===== config.mk =====
export PLATFORM = sky130hd
export DESIGN_NAME = mpy_acc_stage
export DESIGN_NICKNAME = d
export VERILOG_FILES = /design/src/rtl/mpy_acc_stage.sv
export SDC_FILE = /design/constraint.sdc
export NUM_CORES = 1
export LEC_CHECK = 0
export ABC_AREA = 1
export BUFFER_PORTS_ARGS = -buffer_cell sky130_fd_sc_hd__buf_2
export CAP_MARGIN = 0
export CORE_ASPECT_RATIO = 1.25
export CORE_UTILIZATION = 35
export CTS_CLUSTER_DIAMETER = 150
export DETAILED_ROUTE_END_ITERATION = 6
export SYNTH_ARGS = -nofsm -noshare
export SYNTH_HDL_FRONTEND = slang
export SYNTH_SLANG_ARGS = --single-unit

===== constraint.sdc =====
create_clock -name clk -period 6.1 [get_ports clk]
set_clock_uncertainty 0.05 [all_clocks]
set_input_delay 0.915 -clock clk [delete_from_list [all_inputs] [get_ports clk]]
set_output_delay 0.915 -clock clk [all_outputs]
set_load 0.05 [all_outputs]

===== src/rtl/mpy_acc_stage.sv =====
// mpy_acc_stage
// Accumulates the signed 16-bit products of a pipelined multiplier into a
// saturating dot-product and hands each finished vector result to a
// valid/ready consumer. A valid/last tag pipeline runs alongside the
// multiplier so every product is matched to the operand issue that made it.
//
// Ports:
//   clk        rising-edge clock shared with the multiplier
//   rst_n      asynchronous active-low reset
//   in_valid   operands are on the multiplier a/b inputs this cycle
//   in_last    with in_valid: final term of the current vector
//   in_ready   block accepts an operand issue this cycle
//   product    signed multiplier output (LATENCY cycles after issue)
//   out_valid  result/count/ovf hold a complete vector
//   out_ready  consumer takes the result
//   result     signed saturated sum of the vector's products
//   count      number of terms in result (wraps modulo 2^CNT_W)
//   ovf        saturation happened at least once in this vector
module mpy_acc_stage #(
    parameter int LATENCY = 14,
    parameter int ACC_W   = 24,
    parameter int CNT_W   = 8
) (
    input  logic                    clk,
    input  logic                    rst_n,
    input  logic                    in_valid,
    input  logic                    in_last,
    output logic                    in_ready,
    input  logic signed [15:0]      product,
    output logic                    out_valid,
    input  logic                    out_ready,
    output logic signed [ACC_W-1:0] result,
    output logic [CNT_W-1:0]        count,
    output logic                    ovf
);

    typedef enum logic [1:0] {
        ACCUM = 2'd0,
        DRAIN = 2'd1,
        DONE  = 2'd2
    } state_t;

    // Rails expressed at ACC_W+1 bits so the unclamped sum can be compared
    // directly against them.
    localparam logic signed [ACC_W:0] POS_MAX = {2'b00, {(ACC_W-1){1'b1}}};
    localparam logic signed [ACC_W:0] NEG_MIN = {2'b11, {(ACC_W-1){1'b0}}};

    state_t                  state;
    state_t                  state_nxt;
    logic [LATENCY-1:0]      vld_pipe;
    logic [LATENCY-1:0]      last_pipe;
    logic                    first;
    logic                    accept;
    logic                    hit;
    logic                    hit_last;
    logic signed [ACC_W:0]   sum;
    logic signed [ACC_W-1:0] sat_val;
    logic                    sat;

    // Accept depends only on the registered state, so it never loops
    // through the in_ready output logic.
    assign accept   = in_valid && (state == ACCUM);
    assign hit      = vld_pipe[LATENCY-1];
    assign hit_last = hit && last_pipe[LATENCY-1];

    // Tag pipeline: one slot per multiplier stage.
    always_ff @(posedge clk or negedge rst_n) begin
        if (!rst_n) begin
            vld_pipe  <= '0;
            last_pipe <= '0;
        end else begin
            vld_pipe[0]  <= accept;
            last_pipe[0] <= accept && in_last;
            for (int i = 1; i < LATENCY; i++) begin
                vld_pipe[i]  <= vld_pipe[i-1];
                last_pipe[i] <= last_pipe[i-1];
            end
        end
    end

    // One widened add per arriving term, then clamp. The first term of a
    // vector starts from zero instead of the previous vector's result,
    // which stays visible on the outputs until this moment.
    always_comb begin
        sum     = (first ? '0 : {result[ACC_W-1], result})
                + {{(ACC_W-15){product[15]}}, product};
        sat     = 1'b0;
        sat_val = sum[ACC_W-1:0];
        if (sum > POS_MAX) begin
            sat     = 1'b1;
            sat_val = POS_MAX[ACC_W-1:0];
        end else if (sum < NEG_MIN) begin
            sat     = 1'b1;
            sat_val = NEG_MIN[ACC_W-1:0];
        end
    end

    always_ff @(posedge clk or negedge rst_n) begin
        if (!rst_n) begin
            result <= '0;
            count  <= '0;
            ovf    <= 1'b0;
            first  <= 1'b1;
        end else if (hit) begin
            result <= sat_val;
            count  <= first ? CNT_W'(1) : count + 1'b1;
            ovf    <= first ? sat : (ovf | sat);
            first  <= 1'b0;
        end else if (state == DONE && out_ready) begin
            first  <= 1'b1;
        end
    end

    always_ff @(posedge clk or negedge rst_n) begin
        if (!rst_n) begin
            state <= ACCUM;
        end else begin
            state <= state_nxt;
        end
    end

    // Issue is closed from the last accepted term until the result is taken.
    always_comb begin
        state_nxt = state;
        in_ready  = 1'b0;
        out_valid = 1'b0;
        case (state)
            ACCUM: begin
                in_ready = 1'b1;
                if (accept && in_last) begin
                    state_nxt = DRAIN;
                end
            end
            DRAIN: begin
                if (hit_last) begin
                    state_nxt = DONE;
                end
            end
            DONE: begin
                out_valid = 1'b1;
                if (out_ready) begin
                    state_nxt = ACCUM;
                end
            end
            default: state_nxt = ACCUM;
        endcase
    end

endmodule

==> results of run 1 <==
-- cell usage after synthesis --
cell type  instances
nor2_2             6
o31ai_1            1
dfrtp_1           63
nand3_2            2
nor2_1            59
nand3_1           16
nand2_2           25
clkbuf_1           6
a21o_1             1
nor3_1             6
xor2_1            10
xnor2_1            4
nand4_1           11
inv_1             91
clkinv_1           1
nand2_1          241
nor3b_1            1
fa_1               1
o21a_1             1
o21bai_1           9
buf_2              3
and2_1             1
buf_6              4
o21ai_0            6
nand3b_1           1
ha_1              25
dfstp_2            1
a21oi_1           27
nand2_4            1
-- registers in the layout, indices dropped and copies added (netlist names) --
register   cells
state          2
first          1
ovf            1
count          8
result        24
last_pipe     14
vld_pipe      14
-- cells by family after synthesis --
kind of cell / count (synthesis)
AOI/OAI and AO/OA: 45
xor gates and xnor gates: 14
DFF: 64
adders and majority gates: 26
buffers and inverters: 105
and+or+nand+nor: 370
-- worst min-delay path by stage --
stage / cells after the start / to / slack (ns)
2_1_floorplan: 0 / last_pipe[10] / 0.28
3_3_place_gp: 0 / vld_pipe[2] / 0.29
3_5_place_dp: 0 / last_pipe[10] / 0.29
4_1_cts: 0 / last_pipe[4] / 0.30
5_1_grt: 0 / last_pipe[4] / 0.30
6_report: 0 / last_pipe[4] / 0.30
-- where the power goes --
part	total [W]	internal [W]	switching (W)
Sequential	0.000654	0.000558	0.0000956
Clock	0.000525	0.000328	0.000197
Combinational	0.00189	0.000580	0.00131
Total	0.00307	0.00147	0.00161
-- per-stage QoR --
step,util [%],cell area (um^2),cells,total power [W],hold WS [ns]
2_1_floorplan,-,4290,624,0.00218,0.281
3_3_place_gp,39.9,4700,829,0.00255,0.285
3_5_place_dp,39.9,4700,829,0.00256,0.286
4_1_cts,42.5,5010,845,0.00311,0.302
5_1_grt,42.5,5010,845,0.00337,0.303
6_report,42.5,5010,845,0.00307,0.298
-- worst max-delay path, cell delays in order, from the launching register on --
cell and delay, ns:
dfstp_2 0.87, nor2_1 0.12, ha_1 0.22, inv_1 0.07
fa_1 0.21, inv_1 0.07, nand2_1 0.08, nand2_1 0.05
nand3b_1 0.12, nand2_1 0.15, nand2_2 0.13, nand3_2 0.09
nand2_1 0.07, nand2_1 0.08, nand2_2 0.41, nand2_1 0.12
nor2_2 0.14, nor2_2 0.04
-- routing by layer --
layer  track usage (%)  up-vias  wire [um]  share of wire [%]
met1              22.2     1792       4690                 43
met2              32.5       74       5430                 50
met4              6.91        0        250                2.3
met5                 0        -          0                  0
met3              4.33       16        437                4.0
li1                  -     2013          -                  -
-- layout by cell type, fill, tap and decap left out --
cell | netlist | layout
nand2_1 | 241 | 241
inv_1 | 91 | 91
dfrtp_1 | 63 | 63
nor2_1 | 59 | 59
buf_2 | 3 | 55
a21oi_1 | 27 | 27
nand2_2 | 25 | 25
ha_1 | 25 | 25
nand3_1 | 16 | 16
nand4_1 | 11 | 11
xor2_1 | 10 | 10
o21bai_1 | 9 | 9
clkbuf_16 | 0 | 9
nor2_2 | 6 | 6
nor3_1 | 6 | 6
o21ai_0 | 6 | 6
xnor2_1 | 4 | 4
clkinvlp_4 | 0 | 3
nand3_2 | 2 | 2
buf_4 | 0 | 2
nor3b_1 | 1 | 1
nand3b_1 | 1 | 1
and2_1 | 1 | 1
nand2_4 | 1 | 1
clkinv_1 | 1 | 1
a21o_1 | 1 | 1
o21a_1 | 1 | 1
o31ai_1 | 1 | 1
fa_1 | 1 | 1
clkbuf_8 | 0 | 1
clkinv_2 | 0 | 1
bufinv_16 | 0 | 1
inv_6 | 0 | 1
dfstp_2 | 1 | 1
-- final cells by class --
class	instances	area (um^2)
clock buffers	10	239
flip-flops and latches	64	1600
multi-input cells	455	2260
clock inverters	6	66.3
repair buffers	57	290
well taps	161	201
fillers	1297	6770
inverters	92	345
==> flow_summary.html, run 1 <==
<table>
<tr><th>Metric</th><th>Value</th></tr>
<tr><th colspan="2">Logic synthesis</th></tr>
<tr><td>Flip-flop and latch count after synthesis</td><td>64</td></tr>
<tr><td>Biggest area consumer among synthesized cells</td><td>dfrtp_1</td></tr>
<tr><td>Syn_area_per_cell</td><td>6.88 um^2</td></tr>
<tr><td>Dominant combinational cell family by area after synthesis</td><td>simple AND/OR/NAND/NOR gates</td></tr>
<tr><td>Share of the synthesized netlist area taken by xor and xnor gates</td><td>2.86%</td></tr>
<tr><td>Number of warnings reported in the yosys synthesis log</td><td>0</td></tr>
<tr><td>Distinct cell type count after synthesis</td><td>29</td></tr>
<tr><td>Mapped Cells</td><td>624</td></tr>
<tr><td>Share of synthesized cell area in full adder, half adder and majority cells</td><td>7.75%</td></tr>
<tr><td>Syn_nets</td><td>671</td></tr>
<tr><td>Area fraction in compound gates after synthesis</td><td>5.95%</td></tr>
<tr><td>Fraction of synthesized cell area taken by the top area cell type</td><td>36.7%</td></tr>
<tr><td>Total standard cell area after synthesis</td><td>4290 um^2</td></tr>
<tr><td>Sequential-to-total area share from yosys stat</td><td>37.3%</td></tr>
<tr><td>Top area cells in the synthesized netlist</td><td>dfrtp_1 (37%), nand2_1 (21%), inv_1 (8.0%), ha_1 (7.3%), nor2_1 (5.2%)</td></tr>
<tr><td>Simple-gate share of the synthesized area</td><td>36.1%</td></tr>
<tr><td>Multiplexer area fraction after synthesis</td><td>0%</td></tr>
<tr><th colspan="2">Placement</th></tr>
<tr><td>RD Place Congestion</td><td>0.958</td></tr>
<tr><td>Pre-CTS WS</td><td>2.79 ns</td></tr>
<tr><td>Number of buffers added on ports</td><td>55</td></tr>
<tr><td>Estimated wirelength of the detail-placed design</td><td>7930 um</td></tr>
<tr><th colspan="2">Timing</th></tr>
<tr><td>Final setup violating endpoints</td><td>0</td></tr>
<tr><td>Final number of max-transition violations</td><td>0</td></tr>
<tr><td>Worst slew slack as a fraction of its limit</td><td>44.5%</td></tr>
<tr><td>Aggregate negative setup slack</td><td>0 ns</td></tr>
<tr><td>Fin. Hold Viols</td><td>0</td></tr>
<tr><td>Minimum period implied by the final worst setup slack</td><td>3.22 ns</td></tr>
<tr><td>Actual transition at the worst max-transition pin</td><td>0.827 ns</td></tr>
<tr><td>Worst Slack Setup Final</td><td>2.88 ns</td></tr>
<tr><td>Top achievable clock speed</td><td>311 MHz</td></tr>
<tr><td>Setup repair after global routing missed its margin</td><td>false</td></tr>
<tr><td>Final period util</td><td>52.7%</td></tr>
<tr><th colspan="2">Clocking</th></tr>
<tr><td>Number of gates given a new drive strength after cts</td><td>0</td></tr>
<tr><td>Longest Clk Path Bufs</td><td>2</td></tr>
<tr><td># clock sinks</td><td>64</td></tr>
<tr><td>Clock tree from TritonCTS</td><td>yes</td></tr>
<tr><td>Clock-pin transition on the worst setup and hold timing paths</td><td>0.05 ns</td></tr>
<tr><td>Cell at the root of the clock tree</td><td>clkbuf_16</td></tr>
<tr><td>H-tree levels</td><td>3</td></tr>
<tr><td>Number of buffers inserted to repair setup after CTS</td><td>0</td></tr>
<tr><td>Number of hold-repair buffers added at the cts stage</td><td>0</td></tr>
<tr><td>Clock network latency to the later pin of the worst-skew pair</td><td>0.34 ns</td></tr>
<tr><td>Inserted Clock Buffers</td><td>9</td></tr>
<tr><th colspan="2">Cells and area</th></tr>
<tr><td>Antenna Diode Count</td><td>0</td></tr>
<tr><td>Final layout net count</td><td>726</td></tr>
<tr><td>Fraction of layout instances using a drive strength above 1</td><td>15.8%</td></tr>
<tr><td>Area overhead of the layout relative to synthesis</td><td>16.6%</td></tr>
<tr><th colspan="2">GRT</th></tr>
<tr><td>Global routing usage summed across all routing layers</td><td>18.7%</td></tr>
<tr><td>Overall overflow remaining after global route</td><td>0</td></tr>
<tr><td>Antenna violations before repair</td><td>0</td></tr>
<tr><td>Pin count of the biggest net entering global routing</td><td>65</td></tr>
<tr><td>Wire length of the first global-routing pass</td><td>18,500 um</td></tr>
<tr><td>Number of global-route vias before repair</td><td>3,955</td></tr>
<tr><th colspan="2">Floorplan</th></tr>
<tr><td>Effective utilization at floorplan</td><td>36.4%</td></tr>
<tr><td>Die W</td><td>101 um</td></tr>
<tr><td>Floorplan core area</td><td>11,800 um^2</td></tr>
<tr><td>DIE HEIGHT</td><td>126 um</td></tr>
<tr><td># IOs</td><td>56</td></tr>
<tr><td>Die area</td><td>12,700 um^2</td></tr>
<tr><td>Std cell rows</td><td>44</td></tr>
<tr><th colspan="2">Routing</th></tr>
<tr><td>Via total after detailed routing</td><td>3,895</td></tr>
<tr><td>Number of search-and-repair iterations in the first detailed-routing pass</td><td>4</td></tr>
<tr><td>Post-route DRC violation count</td><td>0</td></tr>
<tr><td>Antenna Nets Post-Route</td><td>0</td></tr>
<tr><td>Vias per std cell</td><td>4.61</td></tr>
<tr><td>DRT iter0 DRCs</td><td>150</td></tr>
<tr><td>Detail-routed net length per standard cell</td><td>12.8 um</td></tr>
<tr><td>Total wire length after detailed routing</td><td>10,800 um</td></tr>
<tr><th colspan="2">Worst setup path</th></tr>
<tr><td>Worst reg2reg startpoint</td><td>first</td></tr>
<tr><td>Crit path capture type</td><td>register</td></tr>
<tr><td>Endpoint of the lowest-slack register-to-register path</td><td>ovf</td></tr>
<tr><td>Largest fanout on the critical path</td><td>26</td></tr>
<tr><td>Crit Path Category</td><td>reg2reg</td></tr>
<tr><td>Type of element launching the critical path</td><td>register</td></tr>
<tr><td>Critical path capture point</td><td>ovf</td></tr>
<tr><td>Worst reg2reg setup slack</td><td>2.88 ns</td></tr>
<tr><td>Arrival time of the worst setup path</td><td>3.39 ns</td></tr>
<tr><td>Worst Reg-to-Reg Cells</td><td>17</td></tr>
<tr><td>Required time of the critical path</td><td>6.27 ns</td></tr>
<tr><td>Beginning of the critical path</td><td>first</td></tr>
<tr><th colspan="2">Pwr</th></tr>
<tr><td>Largest vdd supply drop</td><td>0.000267 V</td></tr>
<tr><td>Leakage power</td><td>2.92 nW</td></tr>
<tr><td>Pwr Density</td><td>613 nW/um^2</td></tr>
<tr><th colspan="2">Hold path</th></tr>
<tr><td>Hold crit path type</td><td>reg2reg</td></tr>
<tr><td>Hold Crit Start</td><td>last_pipe[3]</td></tr>
<tr><th colspan="2">Outcome</th></tr>
<tr><td>Run status</td><td>finished clean</td></tr>
<tr><th colspan="2">Job</th></tr>
<tr><td>Total of max-cap violations</td><td>0</td></tr>
</table>
Note: power is estimated with default switching activity, not from simulation.
==> run 2, diff against run 1 <==
- ABC_AREA: 1 -> 0
- clock period: 6.1 -> 3.06 ns (I/O delays scaled with it)
==> flow_summary.html, run 2 <==
<table>
<tr><th>Metric</th><th>Value</th></tr>
<tr><th colspan="2">Outcome</th></tr>
<tr><td>Run status</td><td>finished, violations left (was finished clean)</td></tr>
<tr><td>Failing checks</td><td>setup timing</td></tr>
<tr><th colspan="2">Floorplan</th></tr>
<tr><td>DIE HEIGHT</td><td>118 um (was 126 um)</td></tr>
<tr><td>Die W</td><td>94.6 um (was 101 um)</td></tr>
<tr><td>Floorplan core area</td><td>10,300 um^2 (was 11,800 um^2)</td></tr>
<tr><td># IOs</td><td>56 (unchanged)</td></tr>
<tr><td>Effective utilization at floorplan</td><td>36.5% (was 36.4%)</td></tr>
<tr><td>Die area</td><td>11,100 um^2 (was 12,700 um^2)</td></tr>
<tr><td>Std cell rows</td><td>41 (was 44)</td></tr>
<tr><th colspan="2">Clocking</th></tr>
<tr><td>Clock network latency to the later pin of the worst-skew pair</td><td>0.32 ns (was 0.34 ns)</td></tr>
<tr><td># clock sinks</td><td>64 (unchanged)</td></tr>
<tr><td>Longest Clk Path Bufs</td><td>2 (unchanged)</td></tr>
<tr><td>Number of hold-repair buffers added at the cts stage</td><td>0 (unchanged)</td></tr>
<tr><td>Clock-pin transition on the worst setup and hold timing paths</td><td>0.06 ns (was 0.05 ns)</td></tr>
<tr><td>Cell at the root of the clock tree</td><td>clkbuf_16 (unchanged)</td></tr>
<tr><td>H-tree levels</td><td>3 (unchanged)</td></tr>
<tr><td>Inserted Clock Buffers</td><td>9 (unchanged)</td></tr>
<tr><td>Clock tree from TritonCTS</td><td>yes (unchanged)</td></tr>
<tr><th colspan="2">GRT</th></tr>
<tr><td>Wire length of the first global-routing pass</td><td>16,100 um (was 18,500 um)</td></tr>
<tr><td>Number of global-route vias before repair</td><td>3,294 (was 3,955)</td></tr>
<tr><td>Overall overflow remaining after global route</td><td>0 (unchanged)</td></tr>
<tr><td>Global routing usage summed across all routing layers</td><td>18.4% (was 18.7%)</td></tr>
<tr><td>Antenna violations before repair</td><td>0 (unchanged)</td></tr>
<tr><td>Pin count of the biggest net entering global routing</td><td>32 (was 65)</td></tr>
<tr><th colspan="2">Placement</th></tr>
<tr><td>Estimated wirelength of the detail-placed design</td><td>6980 um (was 7930 um)</td></tr>
<tr><td>Count of placed standard cells including taps</td><td>589 (was 829)</td></tr>
<tr><td>Placed inst area</td><td>4390 um^2 (was 4700 um^2)</td></tr>
<tr><td>RD Place Congestion</td><td>0.898 (was 0.958)</td></tr>
<tr><td>Number of buffers added on ports</td><td>55 (unchanged)</td></tr>
<tr><th colspan="2">Logic synthesis</th></tr>
<tr><td>Top area cells in the synthesized netlist</td><td>dfrtp_1 (42%), ha_1 (8.3%), a21oi_1 (6.5%), o2bb2ai_1 (5.4%), nor2b_1 (3.8%) (was dfrtp_1 (37%), nand2_1 (21%), inv_1 (8.0%), ha_1 (7.3%), nor2_1 (5.2%))</td></tr>
<tr><td>Syn_nets</td><td>434 (was 671)</td></tr>
<tr><td>Sequential-to-total area share from yosys stat</td><td>42.8% (was 37.3%)</td></tr>
<tr><td>Total standard cell area after synthesis</td><td>3750 um^2 (was 4290 um^2)</td></tr>
<tr><td>Most frequently used flop master after synthesis</td><td>dfrtp_1 (unchanged)</td></tr>
<tr><td>Number of warnings reported in the yosys synthesis log</td><td>0 (unchanged)</td></tr>
<tr><td>Distinct cell type count after synthesis</td><td>54 (was 29)</td></tr>
<tr><td>Fraction of synthesized cell area taken by the top area cell type</td><td>42.1% (was 36.7%)</td></tr>
<tr><td>Syn_area_per_cell</td><td>9.68 um^2 (was 6.88 um^2)</td></tr>
<tr><td>Share of synthesized flip-flops with an asynchronous set or reset</td><td>100% (unchanged)</td></tr>
<tr><td>Most frequent cell after synthesis</td><td>dfrtp_1 (was nand2_1)</td></tr>
<tr><td>Mapped Cells</td><td>387 (was 624)</td></tr>
<tr><td>Biggest area consumer among synthesized cells</td><td>dfrtp_1 (unchanged)</td></tr>
<tr><td>Post-synth EDFFs</td><td>0 (unchanged)</td></tr>
<tr><td>Flip-flop and latch count after synthesis</td><td>64 (unchanged)</td></tr>
<tr><td>Most used standard cells in the synthesized netlist</td><td>dfrtp_1 (63), a21oi_1 (49), nand2_1 (26), ha_1 (25), nor2_1 (24) (was nand2_1 (241), inv_1 (91), dfrtp_1 (63), nor2_1 (59), a21oi_1 (27))</td></tr>
<tr><th colspan="2">Routing</th></tr>
<tr><td>Vias per std cell</td><td>5.42 (was 4.61)</td></tr>
<tr><td>Via total after detailed routing</td><td>3,399 (was 3,895)</td></tr>
<tr><td>DRT iter0 DRCs</td><td>154 (was 150)</td></tr>
<tr><td>Detail-routed net length per standard cell</td><td>17.0 um (was 12.8 um)</td></tr>
<tr><td>Post-route DRC violation count</td><td>0 (unchanged)</td></tr>
<tr><td>Number of search-and-repair iterations in the first detailed-routing pass</td><td>4 (unchanged)</td></tr>
<tr><td>Total wire length after detailed routing</td><td>10,700 um (was 10,800 um)</td></tr>
<tr><td>Antenna Nets Post-Route</td><td>0 (unchanged)</td></tr>
<tr><th colspan="2">Timing</th></tr>
<tr><td>Aggregate negative setup slack</td><td>-0.163 ns (was 0 ns)</td></tr>
<tr><td>Setup repair after global routing missed its margin</td><td>true (was false)</td></tr>
<tr><td>Minimum period implied by the final worst setup slack</td><td>3.10 ns (was 3.22 ns)</td></tr>
<tr><td>Final setup violating endpoints</td><td>10 (was 0)</td></tr>
<tr><td>Worst Slack Setup Final</td><td>-0.0395 ns (was 2.88 ns)</td></tr>
<tr><td>Worst slew slack as a fraction of its limit</td><td>42.0% (was 44.5%)</td></tr>
<tr><td>Fin. Hold Viols</td><td>0 (unchanged)</td></tr>
<tr><td>Top achievable clock speed</td><td>323 MHz (was 311 MHz)</td></tr>
<tr><td>Final period util</td><td>101% (was 52.7%)</td></tr>
<tr><td>Actual transition at the worst max-transition pin</td><td>0.869 ns (was 0.827 ns)</td></tr>
<tr><td>Final number of max-transition violations</td><td>0 (unchanged)</td></tr>
<tr><th colspan="2">Worst setup path</th></tr>
<tr><td>Required time of the critical path</td><td>3.26 ns (was 6.27 ns)</td></tr>
<tr><td>Arrival time of the worst setup path</td><td>3.30 ns (was 3.39 ns)</td></tr>
<tr><td>Cell breakdown of the critical path</td><td>buf_6, nand2b_4, inv_2, ha_4, a21oi_2, nor2b_2, a31oi_2, o211a_1, nor4_4, nor3_2, and4b_4, buf_6, buf_4, o21ai_1, o2bb2ai_1 (was nor2_1, ha_1, inv_1, fa_1, inv_1, nand2_1, nand2_1, nand3b_1, nand2_1, nand2_2, nand3_2, nand2_1, nand2_1, nand2_2, nand2_1, nor2_2, nor2_2)</td></tr>
<tr><td>Dominant cell type by count on the critical path</td><td>buf_6 (was nand2_1)</td></tr>
<tr><td>Worst Reg-to-Reg Cells</td><td>15 (was 17)</td></tr>
<tr><td>Crit path largest cell delay</td><td>0.64 ns (was 0.87 ns)</td></tr>
<tr><td>Crit Path Category</td><td>reg2reg (unchanged)</td></tr>
<tr><td>Critical-path cell with the highest stage delay</td><td>dfstp_2 (unchanged)</td></tr>
<tr><td>Largest fanout on the critical path</td><td>7 (was 26)</td></tr>
<tr><td>Type of element launching the critical path</td><td>register (unchanged)</td></tr>
<tr><td>Crit path capture type</td><td>register (unchanged)</td></tr>
<tr><th colspan="2">Pwr</th></tr>
<tr><td>Largest vdd supply drop</td><td>0.000669 V (was 0.000267 V)</td></tr>
<tr><td>Switching component of the power</td><td>0.00334 W (was 0.00161 W)</td></tr>
<tr><td>Combinational Power Share</td><td>66.7% (was 61.6%)</td></tr>
<tr><td>Pwr Density</td><td>1360 nW/um^2 (was 613 nW/um^2)</td></tr>
<tr><td>Part of the power in the clock network</td><td>14.9% (was 17.1%)</td></tr>
<tr><td>Leakage power</td><td>2.47 nW (was 2.92 nW)</td></tr>
<tr><td>Internal Pwr Total</td><td>0.00396 W (was 0.00147 W)</td></tr>
<tr><td>Power share of the sequential group</td><td>18.4% (was 21.3%)</td></tr>
<tr><td>Switching share of total power</td><td>45.8% (was 52.3%)</td></tr>
<tr><th colspan="2">Job</th></tr>
<tr><td>Total of max-cap violations</td><td>0 (unchanged)</td></tr>
<tr><th colspan="2">Cells and area</th></tr>
<tr><td>Layout fillers</td><td>892 (was 1,297)</td></tr>
<tr><td>Register name with the most flops</td><td>result (unchanged)</td></tr>
<tr><td>Final standard cell count with taps included and fillers excluded</td><td>627 (was 845)</td></tr>
<tr><td>Most frequent standard cell in the layout excluding fill and tap cells</td><td>dfrtp_1 (was nand2_1)</td></tr>
<tr><td>Final layout net count</td><td>540 (was 726)</td></tr>
<tr><td>Antenna Diode Count</td><td>0 (unchanged)</td></tr>
<tr><td>Area overhead of the layout relative to synthesis</td><td>43.3% (was 16.6%)</td></tr>
<tr><td>Post-route standard cell area excluding fillers</td><td>5370 um^2 (was 5010 um^2)</td></tr>
<tr><td>Flip-flop count of the largest register, all copies and words added</td><td>24 (unchanged)</td></tr>
<tr><td>Regs by FF count</td><td>result: 24 flops, last_pipe: 14 flops, vld_pipe: 14 flops (unchanged)</td></tr>
<tr><td>Commonest cells after routing, fill and taps aside</td><td>dfrtp_1 (62), buf_2 (55), buf_4 (40) (was nand2_1 (241), inv_1 (91), dfrtp_1 (63))</td></tr>
<tr><td>Fraction of layout instances using a drive strength above 1</td><td>38.4% (was 15.8%)</td></tr>
<tr><th colspan="2">Hold path</th></tr>
<tr><td>Hold crit path type</td><td>in2async (was reg2reg)</td></tr>
</table>
[run 2: changes by cell type after synthesis, moves of 7 or more]
cell       delta
nor2b_1      +23
o21ai_1      +13
xnor2_1       +7
o2bb2ai_1    +23
nor2_1       -35
o21ai_0       +9
o21bai_1      -7
nand3_1       -8
a21oi_1      +22
nand2_1     -215
inv_1        -79
nand2_2      -25
[run 2: cells by family after synthesis]
group | synth area share, %
buffers and inverters | 4.07
and+or+nand+nor | 14.2
AOI/OAI and AO/OA | 24.8
adders and majority gates | 8.88
DFF | 42.8
xor gates and xnor gates | 4.67
muxes | 0.568
[run 2: worst max-delay path: cells and delay by family (launching register included)]
kind	cells	cell delay [ns]
compound gates	5	0.61
flops	1	0.64
buf+inv	4	0.44
fa+ha+maj	1	0.26
simple gates	5	1.02
[run 2: layout make-up]
type,count,area [um^2],area share [%]
Tap cell,129,161,3.00
Clock inverter,5,80.1,1.49
Inverter,12,45.0,0.839
Sequential cell,64,1600,29.9
Clock buffer,11,243,4.52
Timing Repair Buffer,114,921,17.1
Multi-Input combinational cell,292,2320,43.1
[run 2: worst paths after layout]
| path | from | endpoint | slack [ns] |
|---|---|---|---|
| hold / removal | rst_n | count[0] | 0.11 |
| setup / recovery | first | result[22] | -0.04 |
| min in group clk | vld_pipe[11] | vld_pipe[12] | 0.29 |
| setup reg to reg | first | result[22] | -0.04 |
| max in group asynchronous | rst_n | first | 2.09 |
| hold reg to reg | vld_pipe[11] | vld_pipe[12] | 0.29 |
[run 2: layer usage]
layer	GRT usage (%)	part of all wire, %	up-vias
met2	31.2	52	70
li1	-	-	1616
met1	23.6	42	1694
met5	0	0	-
met4	6.44	2.2	0
met3	2.65	3.3	19
[run 2: power by group through the flow]
stage,clock network (W),logic (W),registers (W)
6_report,0.00109,0.00487,0.00134
5_1_grt,0.00115,0.00523,0.00137
4_1_cts,0.00111,0.00393,0.00134
3_5_place_dp,0,0.00368,0.00134
3_3_place_gp,0,0.00366,0.00134
2_1_floorplan,0,0.00213,0.00192
[run 2: metrics by stage]
stage | hold WS (ns) | utilization, % | setup WS [ns] | total power (W)
2_1_floorplan | 0.113 | - | 0.00190 | 0.00405
3_3_place_gp | 0.286 | 42.8 | -0.0811 | 0.00499
3_5_place_dp | 0.285 | 42.8 | -0.173 | 0.00502
4_1_cts | 0.124 | 47.2 | -0.00651 | 0.00638
5_1_grt | 0.162 | 52.4 | -0.200 | 0.00776
6_report | 0.111 | 52.4 | -0.0395 | 0.00731
[run 2: what timing repair did]
action	in CTS	in global routing
gates cloned	1	4
setup endpoints to repair	24	25
pin swaps	19	18
gates resized for setup	14	65
setup buffers	4	13
endpoints found under the hold margin	0	0
==> run 3, diff against run 2 <==
- BUFFER_PORTS_ARGS: -buffer_cell sky130_fd_sc_hd__buf_2 -> not set
- DONT_BUFFER_PORTS: not set -> 1
==> flow_summary.html, run 3 (synthesis results as in run 2) <==
<table>
<tr><th>Metric</th><th>Value</th></tr>
<tr><th colspan="2">Floorplan</th></tr>
<tr><td># IOs</td><td>56 (unchanged)</td></tr>
<tr><td>Die W</td><td>94.6 um (unchanged)</td></tr>
<tr><td>Floorplan core area</td><td>10,300 um^2 (unchanged)</td></tr>
<tr><td>Std cell rows</td><td>41 (unchanged)</td></tr>
<tr><td>Effective utilization at floorplan</td><td>36.5% (unchanged)</td></tr>
<tr><td>Die area</td><td>11,100 um^2 (unchanged)</td></tr>
<tr><td>DIE HEIGHT</td><td>118 um (unchanged)</td></tr>
<tr><th colspan="2">GRT</th></tr>
<tr><td>Antenna violations before repair</td><td>0 (unchanged)</td></tr>
<tr><td>Pin count of the biggest net entering global routing</td><td>65 (was 32)</td></tr>
<tr><td>Global routing usage summed across all routing layers</td><td>17.4% (was 18.4%)</td></tr>
<tr><td>Number of global-route vias before repair</td><td>3,238 (was 3,294)</td></tr>
<tr><td>Overall overflow remaining after global route</td><td>0 (unchanged)</td></tr>
<tr><td>Wire length of the first global-routing pass</td><td>15,000 um (was 16,100 um)</td></tr>
<tr><th colspan="2">Timing</th></tr>
<tr><td>Final period util</td><td>101% (about the same)</td></tr>
<tr><td>Worst Slack Setup Final</td><td>-0.0273 ns (was -0.0395 ns)</td></tr>
<tr><td>Worst hold slack</td><td>0.154 ns (was 0.111 ns)</td></tr>
<tr><td>Final setup violating endpoints</td><td>3 (was 10)</td></tr>
<tr><td>Top achievable clock speed</td><td>324 MHz (was 323 MHz)</td></tr>
<tr><td>Minimum period implied by the final worst setup slack</td><td>3.09 ns (was 3.10 ns)</td></tr>
<tr><td>Actual transition at the worst max-transition pin</td><td>0.951 ns (was 0.869 ns)</td></tr>
<tr><td>Aggregate negative setup slack</td><td>-0.0680 ns (was -0.163 ns)</td></tr>
<tr><td>Setup repair after global routing missed its margin</td><td>true (unchanged)</td></tr>
<tr><td>Fin. Hold Viols</td><td>0 (unchanged)</td></tr>
<tr><td>Final number of max-transition violations</td><td>0 (unchanged)</td></tr>
<tr><td>Worst slew slack as a fraction of its limit</td><td>36.4% (was 42.0%)</td></tr>
<tr><th colspan="2">Routing</th></tr>
<tr><td>Vias per std cell</td><td>5.45 (was 5.42)</td></tr>
<tr><td>Antenna Nets Post-Route</td><td>0 (unchanged)</td></tr>
<tr><td>Post-route DRC violation count</td><td>0 (unchanged)</td></tr>
<tr><td>DRT iter0 DRCs</td><td>163 (was 154)</td></tr>
<tr><td>Number of search-and-repair iterations in the first detailed-routing pass</td><td>4 (unchanged)</td></tr>
<tr><td>Via total after detailed routing</td><td>3,217 (was 3,399)</td></tr>
<tr><td>Detail-routed net length per standard cell</td><td>16.5 um (was 17.0 um)</td></tr>
<tr><td>Total wire length after detailed routing</td><td>9730 um (was 10,700 um)</td></tr>
<tr><th colspan="2">Pwr</th></tr>
<tr><td>Internal Pwr Total</td><td>0.00370 W (was 0.00396 W)</td></tr>
<tr><td>Pwr Density</td><td>1360 nW/um^2 (about the same)</td></tr>
<tr><td>Power share of the sequential group</td><td>20.8% (was 18.4%)</td></tr>
<tr><td>Switching share of total power</td><td>45.9% (was 45.8%)</td></tr>
<tr><td>Switching component of the power</td><td>0.00314 W (was 0.00334 W)</td></tr>
<tr><td>Combinational Power Share</td><td>63.9% (was 66.7%)</td></tr>
<tr><td>Leakage power</td><td>2.28 nW (was 2.47 nW)</td></tr>
<tr><td>Largest vdd supply drop</td><td>0.000628 V (was 0.000669 V)</td></tr>
<tr><td>Part of the power in the clock network</td><td>15.3% (was 14.9%)</td></tr>
<tr><th colspan="2">Worst setup path</th></tr>
<tr><td>Buf+Inv Stages, Crit Path</td><td>3 (was 4)</td></tr>
<tr><td>Crit Path Category</td><td>reg2reg (unchanged)</td></tr>
<tr><td>Dominant cell type by count on the critical path</td><td>buf_4 (was buf_6)</td></tr>
<tr><td>Largest fanout on the critical path</td><td>6 (was 7)</td></tr>
<tr><td>Crit path capture type</td><td>register (unchanged)</td></tr>
<tr><td>Cell breakdown of the critical path</td><td>buf_6, nor2b_1, ha_1, o211ai_1, a21oi_4, o21ai_2, a211oi_2, o21bai_2, buf_4, buf_4, a32oi_1, xor2_1, a21oi_1, o2bb2ai_1 (was buf_6, nand2b_4, inv_2, ha_4, a21oi_2, nor2b_2, a31oi_2, o211a_1, nor4_4, nor3_2, and4b_4, buf_6, buf_4, o21ai_1, o2bb2ai_1)</td></tr>
<tr><td>Worst reg2reg startpoint</td><td>first (unchanged)</td></tr>
<tr><td>Crit-path leading delay family</td><td>compound AO/OA/AOI/OAI gates (was simple AND/OR/NAND/NOR gates)</td></tr>
<tr><td>Type of element launching the critical path</td><td>register (unchanged)</td></tr>
<tr><td>Crit path largest cell delay</td><td>0.61 ns (was 0.64 ns)</td></tr>
<tr><td>Critical-path cell with the highest stage delay</td><td>dfstp_2 (unchanged)</td></tr>
<tr><td>Required time of the critical path</td><td>3.27 ns (was 3.26 ns)</td></tr>
<tr><td>Arrival time of the worst setup path</td><td>3.29 ns (was 3.30 ns)</td></tr>
<tr><td>Beginning of the critical path</td><td>first (unchanged)</td></tr>
<tr><th colspan="2">Cells and area</th></tr>
<tr><td>Register name with the most flops</td><td>result (unchanged)</td></tr>
<tr><td>Antenna Diode Count</td><td>0 (unchanged)</td></tr>
<tr><td>Commonest cells after routing, fill and taps aside</td><td>buf_4 (63), dfrtp_1 (62), a21oi_1 (46) (was dfrtp_1 (62), buf_2 (55), buf_4 (40))</td></tr>
<tr><td>Regs by FF count</td><td>result: 24 flops, last_pipe: 14 flops, vld_pipe: 14 flops (unchanged)</td></tr>
<tr><td>Post-route standard cell area excluding fillers</td><td>5030 um^2 (was 5370 um^2)</td></tr>
<tr><td>Area overhead of the layout relative to synthesis</td><td>34.1% (was 43.3%)</td></tr>
<tr><td>Flip-flop count of the largest register, all copies and words added</td><td>24 (unchanged)</td></tr>
<tr><td>Final standard cell count with taps included and fillers excluded</td><td>590 (was 627)</td></tr>
<tr><td>Most frequent standard cell in the layout excluding fill and tap cells</td><td>buf_4 (was dfrtp_1)</td></tr>
<tr><td>Final layout net count</td><td>503 (was 540)</td></tr>
<tr><td>Final Core Density</td><td>49.0% (was 52.4%)</td></tr>
<tr><td>Fraction of layout instances using a drive strength above 1</td><td>28.2% (was 38.4%)</td></tr>
<tr><th colspan="2">Clocking</th></tr>
<tr><td>Longest Clk Path Bufs</td><td>2 (unchanged)</td></tr>
<tr><td>Clock-pin transition on the worst setup and hold timing paths</td><td>0.06 ns (about the same)</td></tr>
<tr><td>Inserted Clock Buffers</td><td>9 (unchanged)</td></tr>
<tr><td>H-tree levels</td><td>3 (unchanged)</td></tr>
<tr><td>Cell at the root of the clock tree</td><td>clkbuf_16 (unchanged)</td></tr>
<tr><td>Clock network latency to the later pin of the worst-skew pair</td><td>0.34 ns (was 0.32 ns)</td></tr>
<tr><td># clock sinks</td><td>64 (unchanged)</td></tr>
<tr><td>Clock tree from TritonCTS</td><td>yes (unchanged)</td></tr>
<tr><th colspan="2">Placement</th></tr>
<tr><td>Count of placed standard cells including taps</td><td>556 (was 589)</td></tr>
<tr><td>Estimated wirelength of the detail-placed design</td><td>6540 um (was 6980 um)</td></tr>
<tr><td>Number of buffers added on ports</td><td>0 (was 55)</td></tr>
<tr><td>RD Place Congestion</td><td>0.845 (was 0.898)</td></tr>
<tr><td>Placed inst area</td><td>4300 um^2 (was 4390 um^2)</td></tr>
<tr><th colspan="2">Hold path</th></tr>
<tr><td>Hold Crit Start</td><td>out_ready</td></tr>
<tr><td>Hold crit path type</td><td>in2reg (was in2async)</td></tr>
<tr><th colspan="2">Outcome</th></tr>
<tr><td>Failing checks</td><td>setup timing (unchanged)</td></tr>
<tr><td>Run status</td><td>finished, violations left (unchanged)</td></tr>
<tr><th colspan="2">Job</th></tr>
<tr><td>Total of max-cap violations</td><td>0 (unchanged)</td></tr>
</table>
==> run 3: final timing paths <==
| check | cells after the start | slack, ns | endpoint |
|---|---|---|---|
| setup / recovery | 14 | -0.03 | result[22] |
| hold / removal | 1 | 0.15 | state[1] |
| setup reg to reg | 14 | -0.03 | result[22] |
| hold reg to reg | 0 | 0.30 | last_pipe[3] |
| max in group asynchronous | 2 | 2.02 | first |
| min in group asynchronous | 2 | 0.60 | last_pipe[3] |
==> run 3: metrics by stage <==
stage	setup slack (ns)	power (W)
after floorplan	0.00190	0.00405
after global placement	-0.0205	0.00502
after detailed placement	-0.0793	0.00507
after CTS	-0.00690	0.00638
after global routing	-0.169	0.00729
final	-0.0273	0.00685
==> run 3: layer usage <==
metal / wire (um) / GRT usage, %
met1: 4000 / 19.4
met2: 5050 / 30.2
met3: 407 / 3.68
met4: 272 / 9.75
met5: 0 / 0
==> run 3: final cells by class <==
| class | count | area [um^2] |
|---|---|---|
| fillers | 934 | 5230 |
| multi-input cells | 292 | 2170 |
| flip-flops and latches | 64 | 1600 |
| repair buffers | 77 | 737 |
| clock buffers | 10 | 239 |
| well taps | 129 | 161 |
| clock inverters | 6 | 67.6 |
| inverters | 12 | 45.0 |
==> run 3: power by group through the flow <==
stage / combinational (W) / clock [W] / sequential [W]
2_1_floorplan: 0.00213 / 0 / 0.00192
3_3_place_gp: 0.00359 / 0 / 0.00143
3_5_place_dp: 0.00364 / 0 / 0.00144
4_1_cts: 0.00388 / 0.00107 / 0.00143
5_1_grt: 0.00472 / 0.00110 / 0.00146
6_report: 0.00437 / 0.00105 / 0.00143
==> run 3: repair_timing <==
item                                   4_1_cts  5_1_grt
pin swaps                                    9       11
setup endpoints to repair                   21       25
setup buffers                                3       10
hold buffers                                 2        0
endpoints found under the hold margin       64        0
resized for setup                           13       25
cloned                                       1        2
==> run 3: worst reg2reg max path, stage by stage (launching register included) <==
cell       delay [ns]
dfstp_2          0.61
buf_6            0.15
nor2b_1          0.05
ha_1             0.36
o211ai_1         0.15
a21oi_4          0.18
o21ai_2          0.10
a211oi_2         0.25
o21bai_2         0.11
buf_4            0.15
buf_4            0.12
a32oi_1          0.23
xor2_1           0.25
a21oi_1          0.11
o2bb2ai_1        0.16
